[src/rtl/shift_register.sv]
// Serial-in, parallel-out shift register with per-cycle direction select.
// One-cycle latency from data_i to the entry flop; no backpressure, en_i=0 simply holds.
module shift_register #(
  parameter int MSB = 8
) (
  input  logic           clk_i,
  input  logic           rstn_i,
  input  logic           en_i,
  input  logic           dir_i,
  input  logic           data_i,
  output logic [MSB-1:0] data_o
);

  logic [MSB-1:0] data_d;
  logic [MSB-1:0] data_q;

  // dir_i=0 moves toward the MSB, dir_i=1 toward the LSB; the far-end bit drops off.
  always_comb begin
    data_d = data_q;
    if (en_i) begin
      if (dir_i) begin
        data_d = {data_i, data_q[MSB-1:1]};
      end else begin
        data_d = {data_q[MSB-2:0], data_i};
      end
    end
  end

  always_ff @(posedge clk_i or negedge rstn_i) begin
    if (!rstn_i) begin
      data_q <= '0;
    end else begin
      data_q <= data_d;
    end
  end

  assign data_o = data_q;

endmodule

[config.mk]
export PLATFORM = sky130hd
export DESIGN_NAME = shift_register
export DESIGN_NICKNAME = d
export VERILOG_FILES = /design/src/rtl/shift_register.sv
export SDC_FILE = /design/constraint.sdc
export NUM_CORES = 1
export LEC_CHECK = 0
export ABC_AREA = 1
export CORE_AREA = 4 4 41 43
export CTS_BUF_LIST = sky130_fd_sc_hd__clkbuf_8
export DETAILED_ROUTE_END_ITERATION = 16
export DIE_AREA = 0 0 45 47
export PLACE_DENSITY = 0.64
export SYNTH_ARGS = -nofsm -noshare
export SYNTH_HDL_FRONTEND = slang
export SYNTH_SLANG_ARGS = --single-unit
[constraint.sdc]
create_clock -name clk_i -period 1.7 [get_ports clk_i]
set_input_delay 0.425 -clock clk_i [delete_from_list [all_inputs] [get_ports clk_i]]
set_output_delay 0.425 -clock clk_i [all_outputs]
set_load 0.02 [all_outputs]
Yosys cells after proc, flatten, opt, wreduce, memory -nomap -nowiden
Cells that the tools add are included.
{"block": "classes", "n_mux": 1}
{"op": "two-way mux 8 bit", "count": 1}
{"block": "totals", "reg_bits": 8, "input_bits": 5, "output_inout_bits": 8, "word_cells": 2}

Depth between registers and ports, before layout
Gate-level depths: netlist of run 1.
{"block": "logic_depth", "depth_word": 1, "depth_mapped": 5}

Worst setup path after synthesis of run 1
OpenSTA, ideal clock, no wires.
{"block": "synth_path", "path_kind": "in2reg", "start": "input port dir_i", "end": "register data_q[6] (netlist: data_o[6])", "setup_time_ns": 0.117, "t_arrival_ns": 0.775, "required_time_ns": 1.583, "setup_slack_ns": 0.808, "path_stages": 5, "n_path_buf": 1, "path_cell_list": "buf_6 inv_2 nand2_1 nand3_1 nand2_1"}
{"block": "synth_between", "elab_chain_len": 1}
{"element": "start: declaration", "line": "9", "source": "input logic dir_i,"}
{"element": "two-way mux 8 bit", "line": "21", "source": "if (dir_i) begin"}
{"element": "end signal: assignment", "line": "33", "source": "data_q <= data_d;"}
{"element": "end: declaration", "line": "15", "source": "logic [MSB-1:0] data_q;"}
No other way between the ends.
A chain may end at the register's enable or synchronous reset.

Worst setup path in the final report of run 1
{"block": "layout_path", "start": "register data_q[2] (netlist: data_o[2])", "end": "output port data_o[2]"}
{"element": "end: declaration", "line": "11", "source": "output logic [MSB-1:0] data_o"}
No word-level cell between the ends.

==> results of run 1 <==
[metal layers]
layer | global-route usage (%) | wire length, um | vias up
li1 | - | - | 208
met3 | 4.60 | 51 | 0
met4 | 3.51 | 0 | 0
met2 | 14.1 | 367 | 11
met5 | 0 | 0 | -
met1 | 14.4 | 452 | 177
[cell families after synthesis]
family / after synthesis / synth area share [%]
AND/OR/NAND/NOR: 40 / 38.1
flip-flops: 8 / 47.6
buffers and inverters: 13 / 14.3
[how the worst max path moves through the flow]
stage / end
global placement: data_o[5]
finish: data_o[2]
floorplan: data_o[6]
CTS: data_o[2]
global route: data_o[2]
detailed placement: data_o[5]
[cell type report]
type                    instances  area (um2)  area share, %
multi-input cells              40         160           27.2
inverters                      11        41.3           7.01
clock buffers                   3        41.3           7.01
flip-flops and latches          8         200           34.0
repair buffers                 13         128           21.7
well taps                      15        18.8           3.18
[power by group through the flow]
stage	Sequential, mW	Combinational (mW)	Clock (mW)
after global routing	0.244	0.194	0.243
after detailed placement	0.242	0.176	0
after floorplan	0.274	0.0646	0
after global placement	0.241	0.177	0
after CTS	0.240	0.178	0.231
final	0.239	0.175	0.222
[Yosys cell counts]
cell and number:
inv_2 2, buf_6 1, inv_1 9, dfrtp_1 8, nand2_1 32, buf_4 1
nand3_1 8
[metrics by stage]
| step | utilization [%] | hold WS, ns | std cells | instance area [um2] |
|---|---|---|---|---|
| CTS | 45.3 | 0.498 | 90 | 589 |
| global placement | 42.1 | 0.490 | 87 | 548 |
| global route | 45.3 | 0.524 | 90 | 589 |
| detailed placement | 42.1 | 0.496 | 87 | 548 |
| finish | 45.3 | 0.483 | 90 | 589 |
| floorplan | - | 0.129 | 61 | 420 |
==> flow_metrics.tcl, run 1 <==
set metrics [dict create \
    path_delay_family "buffers and inverters" \
    drv_cap 0 \
    syn_to_final_growth_pct 40.2 \
    drc 0 \
    pre_cts_ws_ns 0.225 \
    syn-num-nets 66 \
    syn_avg_cell_area_um2 6.89 \
    max_stage_delay_ns 0.62 \
    fin_crit_ns 1.64 \
    hp-class "input pin to asynchronous set/reset pin" \
    startpoint_type "register" \
    layout_common_cells "nand2_1, clkdlybuf4s50_1, inv_1, nand3_1, dfrtp_1" \
    r2r_end "data_o[0]" \
    vias 396 \
    seq_area_frac_synth_pct 47.6 \
    yosys.area.top_type_share_pct 47.6 \
    insertedDiodeCount 0 \
    status "finished, final reports clean" \
    tightest_slew_ns 0.364 \
    fill_cells 148 \
    hold_violations 0 \
    drt_iter0_drc 9 \
    p_sw_mw 0.185 \
    required_ns 1.27 \
    p_leak_nw 0.326 \
    total_power_mw 0.636 \
    setup_viol 0 \
    path_cells "clkdlybuf4s50_1" \
    crit_path_top_delay_cell "clkdlybuf4s50_1" \
    crit-reg2reg-launch "data_o[1]" \
    place.gp.congestion 0.731 \
    cts.root.buffer_cell "clkbuf_8" \
    powerDensity_nw_per_um2 1080 \
    rsz0062_at_grt "no" \
    critical_path_buf_inv_count 1 \
    syn_inst 61 \
    relSlewSlack_pct 75.7 \
    drt_wl_total_um 871 \
    grt_remaining_overflow 0 \
    crit_cells 1 \
    cts_buffer_depth 2 \
    power.share.clock_pct 34.9 \
    via_per_inst 4.40 \
    synth-seq-cells 8 \
    firstDrtPassIters 4 \
    dp_hpwl_um 674 \
    final_antenna_net_count 0 \
    netlist.top_cell.by_area "dfrtp_1" \
    die_w_um 45 \
    synth_area_leaders "dfrtp_1, nand2_1, nand3_1" \
    period_share_pct 96.2 \
    p_int_mw 0.451 \
    worstSkewPairLatency_ns 0.22 \
    synth_cell_types 7 \
    syn_area_um2 420 \
    initial_core_util_pct 32.3 \
    largest_register_ffs 8 \
    rrSetupSlack_ns 0.93 \
    nNetsFinal 82 \
    clk_pin_slew_ns 0.04 \
    io_buffers 12 \
    layout-drive-gt1-share_pct 8.00 \
    post_cts_resized 0 \
    rr_worst_depth 4 \
    max_freq_ghz 0.611 \
    dieArea_um2 2120 \
    path_class "register to primary output" \
    cts_setup_buffers 0 \
    grt_usage_pct 10.4 \
    die_h_um 47 \
    htreeDepth 1 \
    num_io_pins 13 \
    tritoncts "done" \
    clkSinkCount 8 \
    power_frac_comb_pct 27.5 \
    synth_warnings 0 \
    fin_ws_ns 0.0645 \
    peakVddDrop_mv 0.567 \
    seqPwrFrac_pct 37.6 \
    core_area_um2 1300 \
    holdBufCountCts 0 \
    grt_pass1_wl_um 1540 \
    grt_pass1_vias 373 \
    wl_per_cell_um 9.68 \
    rows 13 \
    antenna_found_initial 0 \
    worst_setup_path_end_kind "primary output" \
    cp_data_arrival_time_ns 1.21 \
    final_common_cell "nand2_1" \
    swShare_pct 29.1 \
    fin_skew_ns 0.000859 \
    cts_buffers 3 \
    tns_ns 0 \
    grt_max_degree 10 \
    slew_viol_final 0 \
    cp-startpoint "data_o[2]" \
    path_max_fanout 3 \
]
(Power assumes the default switching activity.)
==> run 2: changes to the inputs <==
--- a/config.mk
+++ b/config.mk
@@ -8,6 +8,7 @@
 export ABC_AREA = 1
 export CORE_AREA = 4 4 41 43
 export CTS_BUF_LIST = sky130_fd_sc_hd__clkbuf_8
+export CTS_CLUSTER_SIZE = 30
 export DETAILED_ROUTE_END_ITERATION = 16
 export DIE_AREA = 0 0 45 47
 export PLACE_DENSITY = 0.64
==> results of run 2 <==
The final DEF is identical to that of run 1; final timing and power are the same.
